==> config.mk <==
export PLATFORM = sky130hd
export DESIGN_NAME = mem_access_unit
export DESIGN_NICKNAME = d
export VERILOG_FILES = /design/src/rtl/mem_access_unit.sv
export SDC_FILE = /design/constraint.sdc
export NUM_CORES = 1
export LEC_CHECK = 0
export BUFFER_PORTS_ARGS = -buffer_cell sky130_fd_sc_hd__buf_4
export CORE_MARGIN = 3
export CORE_UTILIZATION = 30
export CTS_CLUSTER_DIAMETER = 100
export DETAILED_ROUTE_END_ITERATION = 8
export GPL_ROUTABILITY_DRIVEN = 0
export SYNTH_ARGS = -nofsm -noshare
export SYNTH_HDL_FRONTEND = slang
export SYNTH_SLANG_ARGS = --single-unit
==> constraint.sdc <==
create_clock -name clk -period 3 [get_ports clk]
set_clock_uncertainty 0.15 [all_clocks]
set_input_delay 0.6 -clock clk [delete_from_list [all_inputs] [get_ports clk]]
set_output_delay 0.6 -clock clk [all_outputs]
set_load 0.02 [all_outputs]
==> src/rtl/mem_access_unit.sv <==
// Load/store front end between the memory stage and a word-wide data memory.
// Handles sub-word loads with extension, sub-word stores by read-modify-write.
`timescale 1ns/1ps
module mem_access_unit (
   input  logic        clk,
   input  logic        rst,
   input  logic        req_valid,
   output logic        req_ready,
   input  logic        req_write,
   input  logic [2:0]  req_funct3,
   input  logic [31:0] req_addr,
   input  logic [31:0] req_wdata,
   output logic        rsp_valid,
   output logic [31:0] rsp_rdata,
   output logic        rsp_misaligned,
   output logic [31:0] mem_addr,
   output logic        mem_we,
   output logic [31:0] mem_wdata,
   input  logic [31:0] mem_rdata
);

   typedef enum logic [1:0] {
      IDLE = 2'd0,
      RD   = 2'd1,
      WR   = 2'd2
   } state_t;

   state_t      state;
   state_t      state_nx;
   logic [31:0] addr_q;
   logic [31:0] wdata_q;
   logic [31:0] merged_q;
   logic        half_q;

   logic        f3_bad;
   logic        st_bad;
   logic        h_mis;
   logic        w_mis;
   logic        req_err;
   logic        accept;
   logic        is_sw;
   logic        is_rmw;
   logic [31:0] lane;
   logic [31:0] load_ext;
   logic [4:0]  rmw_sh;
   logic [31:0] rmw_mask;
   logic [31:0] merged_nx;

   always_comb begin
      f3_bad  = (req_funct3 == 3'b011) | (req_funct3[2:1] == 2'b11);
      st_bad  = req_write & req_funct3[2];
      h_mis   = (req_funct3[1:0] == 2'b01) & req_addr[0];
      w_mis   = (req_funct3[1:0] == 2'b10) & (req_addr[1:0] != 2'b00);
      req_err = f3_bad | st_bad | h_mis | w_mis;
      accept  = req_valid & (state == IDLE);
      is_sw   = req_write & ~req_err & (req_funct3 == 3'b010);
      is_rmw  = req_write & ~req_err & (req_funct3 != 3'b010);
   end

   // Legal halfwords have addr[0]=0, so one byte-granular shift serves both widths.
   always_comb begin
      lane = mem_rdata >> {req_addr[1:0], 3'b000};
      unique case (req_funct3)
         3'b000:  load_ext = {{24{lane[7]}}, lane[7:0]};
         3'b001:  load_ext = {{16{lane[15]}}, lane[15:0]};
         3'b010:  load_ext = mem_rdata;
         3'b100:  load_ext = {24'd0, lane[7:0]};
         3'b101:  load_ext = {16'd0, lane[15:0]};
         default: load_ext = 32'd0;
      endcase
   end

   always_comb begin
      rmw_sh    = {addr_q[1:0], 3'b000};
      rmw_mask  = half_q ? 32'h0000_ffff : 32'h0000_00ff;
      merged_nx = (mem_rdata & ~(rmw_mask << rmw_sh))
                | ((wdata_q & rmw_mask) << rmw_sh);
   end

   always_ff @(posedge clk or negedge rst) begin
      if (!rst) state <= IDLE;
      else      state <= state_nx;
   end

   always_comb begin
      state_nx = state;
      unique case (state)
         IDLE:    if (accept & is_rmw) state_nx = RD;
         RD:      state_nx = WR;
         WR:      state_nx = IDLE;
         default: state_nx = IDLE;
      endcase
   end

   // Gating with rst keeps the memory port quiet while reset is held.
   always_comb begin
      req_ready = 1'b0;
      mem_we    = 1'b0;
      mem_addr  = 32'd0;
      mem_wdata = 32'd0;
      unique case (1'b1)
         (state == IDLE): begin
            req_ready = rst;
            mem_we    = rst & req_valid & is_sw;
            mem_addr  = rst ? req_addr : 32'd0;
            mem_wdata = rst ? req_wdata : 32'd0;
         end
         (state == RD): begin
            mem_addr  = rst ? addr_q : 32'd0;
            mem_wdata = rst ? wdata_q : 32'd0;
         end
         (state == WR): begin
            mem_we    = rst;
            mem_addr  = rst ? addr_q : 32'd0;
            mem_wdata = rst ? merged_q : 32'd0;
         end
         default: ;
      endcase
   end

   always_ff @(posedge clk or negedge rst) begin
      if (!rst) begin
         rsp_valid      <= 1'b0;
         rsp_rdata      <= 32'd0;
         rsp_misaligned <= 1'b0;
         addr_q         <= 32'd0;
         wdata_q        <= 32'd0;
         merged_q       <= 32'd0;
         half_q         <= 1'b0;
      end else begin
         rsp_valid      <= 1'b0;
         rsp_rdata      <= 32'd0;
         rsp_misaligned <= 1'b0;
         unique case (state)
            IDLE: begin
               if (accept) begin
                  if (req_err) begin
                     rsp_valid      <= 1'b1;
                     rsp_misaligned <= 1'b1;
                  end else if (!req_write) begin
                     rsp_valid <= 1'b1;
                     rsp_rdata <= load_ext;
                  end else if (is_sw) begin
                     rsp_valid <= 1'b1;
                  end else begin
                     addr_q  <= req_addr;
                     wdata_q <= req_wdata;
                     half_q  <= req_funct3[0];
                  end
               end
            end
            RD:      merged_q  <= merged_nx;
            WR:      rsp_valid <= 1'b1;
            default: ;
         endcase
      end
   end

endmodule

==> run metrics <==
status=completed; via count=between 6,000 and 7,000; WP data arrival=roughly 2.1 ns; sequential power share=34.9%; crit-path cells=inv_1, ha_1, and2_1, buf_12, a22oi_1, a21oi_1, buf_4; drt drc=0; commonest non-fill, non-tap cells in the layout=buf_4, dfrtp_1, a22oi_1, nand2_1, nor2_1; max-cap check violation count=0; first-pass GRT wire length=about 36 mm; Final Max Slew Viols=0; critical path endpoint category=output pin; Max Clock Freq=347 MHz; CTS buffer count=17; CTS tree=done; post-route minimum period=approximately 2.9 ns; H-tree Lvls=4; wire length per cell=19.0 um; Iteration-0 DRC Markers=406; post-CTS setup buffer count=0; Max-slew headroom=between 40 and 50%; final setup fails=0; Finished Cell Area=9580 sq um; final wirelength=roughly 23 mm; Net Sw Frac=around two fifths; Gate Count Post-Synth=684; CTS root buf=clkbuf_16; Area growth syn-to-layout=34.3%; die width=160 um; nets=roughly 970; PortBufs=~200; Worst-Margin Slew=0.884 ns; Via density=5.10; Post-synth EDFFs=0; Clk pwr share=approximately a quarter; Rows=55; RSZ-0062 raised after global routing=no; Clock Sinks=approximately 130; syn_area_per_cell=between 10 and 15 sq um; post-synthesis sequential area ratio=between 40% and 50%; final hold violations=0; Hold Path Class=input port to asynchronous set/reset pin; share of layout cells above drive strength 1=between 30 and 40%; Synth Net Count=~790; Max clock buf depth=2; FF-to-FF path depth=7; Die ar.=roughly 26,000 sq um; CP Class=register to output pin; Initial Utilization=just over 30%; Comb power frac=39.8%; Final HPWL DP=approximately 16 mm; Die Y=between 150 and 200 um; Crit path largest cell delay=between 0.4 and 0.5 ns; TNS Setup=0 ns; Top FF cell, synth=dfrtp_1; Critical R2R Capture=rsp_rdata[16]; peak supply drop=roughly 450 uV; largest net degree at the start of global routing=between 60 and 70; grt ovf=0; Worst Path Required=between 2 and 2.5 ns; commonest non-fill, non-tap cell in the layout=buf_4; gr usage total=between 10% and 20%; startpoint types=register; number of synthesized register bits=around 130; vias in the first global route=~6,200; Worst-path clk slew=0.07 ns; Final Util=between 40% and 50%; I/O pin cnt=203; origin of the critical flop-to-flop path=state[0]; initial antenna violation count=0; DRT Pass-1 Iters=4; static leakage=4.57 nW; antenna fix cells=0; Yosys Warn Count=0; CP max FO=32; clock latency on the worst-skew pair=0.42 ns; flop2flop setup slack=roughly 0.8 ns; Cell Area, Synth=slightly above 7000 sq um; P_sw=roughly 0.0033 W; placed cell areas=just under 9000 sq um; DRT antenna net count=0; number of distinct library cells after synthesis=46; CORE AREA=23,000 sq um; Async SR Flop Fraction=100%; CP max-delay cell=dfrtp_1; P_int=about 0.0053 W; final worst path period share=a little over nine tenths; Cell Pwr Density=about 900 nW/um^2
==> power groups by stage <==
stage	combinational, W	sequential (W)	clock, W
2_1_floorplan	0.00227	0.00284	0
3_3_place_gp	0.00339	0.00304	0
3_5_place_dp	0.00344	0.00305	0
4_1_cts	0.00346	0.00303	0.00223
5_1_grt	0.00379	0.00311	0.00231
6_report	0.00344	0.00302	0.00219
==> critical path, delay by kind of cell (launching register included) <==
family                     cells  cell delay, ns
and+or+nand+nor                1            0.20
AOI/OAI and AO/OA              2            0.42
adders and majority gates      1            0.23
buffers and inverters          3            0.44
DFF                            1            0.41
==> synthesized netlist by cell type (5+ instances only) <==
master,number,area (sq um)
dfrtp_1,133,3330
a22oi_1,71,533
nand2_1,62,233
nor2_1,50,188
a21oi_1,49,245
mux2_2,47,529
clkbuf_1,43,161
mux2_1,41,462
mux2i_1,34,340
inv_1,18,67.6
o21ai_0,18,90.1
a21o_1,16,120
o211ai_1,16,120
buf_2,12,60.1
a211oi_1,9,67.6
nor2b_1,9,56.3
a2bb2oi_1,8,70.1
a31oi_1,8,50.1
buf_6,6,67.6
and2_1,5,31.3
==> layout make-up <==
class / instances / area, sq um
Fill cell: 2283 / 13400
Sequential cell: 133 / 3330
Clock buffer: 19 / 433
Inverter: 19 / 72.6
Timing Repair Buffer: 219 / 1720
Tap cell: 313 / 392
Clock inverter: 13 / 173
Multi-Input combinational cell: 470 / 3450
==> cell families (layout without fill, tap and decap cells) <==
logic type,count (synthesis),after routing,share of synthesized area (%)
compound gates,206,206,19.9
fa+ha+maj,4,4,0.702
buf+inv,81,270,5.12
flops,133,133,46.7
mux,122,122,18.7
simple gates,138,138,8.97
==> per-stage QoR <==
stage / std cells / hold slack (ns) / setup WS [ns] / total power, W
final: 1186 / 0.0191 / 0.119 / 0.00865
after global routing: 1186 / 0.0225 / 0.00661 / 0.00921
after CTS: 1186 / 0.0155 / 0.0787 / 0.00871
after detailed placement: 1153 / 0.292 / 0.444 / 0.00649
after floorplan: 684 / 0.154 / 0.266 / 0.00511
after global placement: 1153 / 0.291 / 0.467 / 0.00643
==> how the worst max path moves through the flow <==
stage / cells past startpoint / slack (ns) / to / start
3_3_place_gp: 4 / 0.47 / mem_we / req_addr[1]
5_1_grt: 7 / 0.007 / mem_wdata[7] / state[0]
6_report: 7 / 0.12 / mem_wdata[12] / state[0]
2_1_floorplan: 7 / 0.27 / mem_wdata[17] / state[0]
4_1_cts: 7 / 0.08 / mem_addr[3] / state[0]
3_5_place_dp: 6 / 0.44 / mem_addr[3] / rst
==> routing by layer <==
layer,vias to the layer above,part of all wire (%),track usage [%]
li1,2831,-,-
met1,2962,45,23.8
met2,229,46,27.7
met3,27,7.7,5.42
met4,0,1.7,4.81
met5,-,0,0
==> repair_timing <==
item                                   4_1_cts  5_1_grt
endpoints found under the hold margin       12        0
hold buffers                                 1        0
resized for setup                            0        4
setup endpoints to repair                    0       44
==> flip-flops by register name, indices dropped and copies added, names as in the netlist <==
register and flops:
addr_q 32, half_q 1, merged_q 32, rsp_misaligned 1, rsp_rdata 32, rsp_valid 1
state 2, wdata_q 32
(Power assumes the default switching activity.)
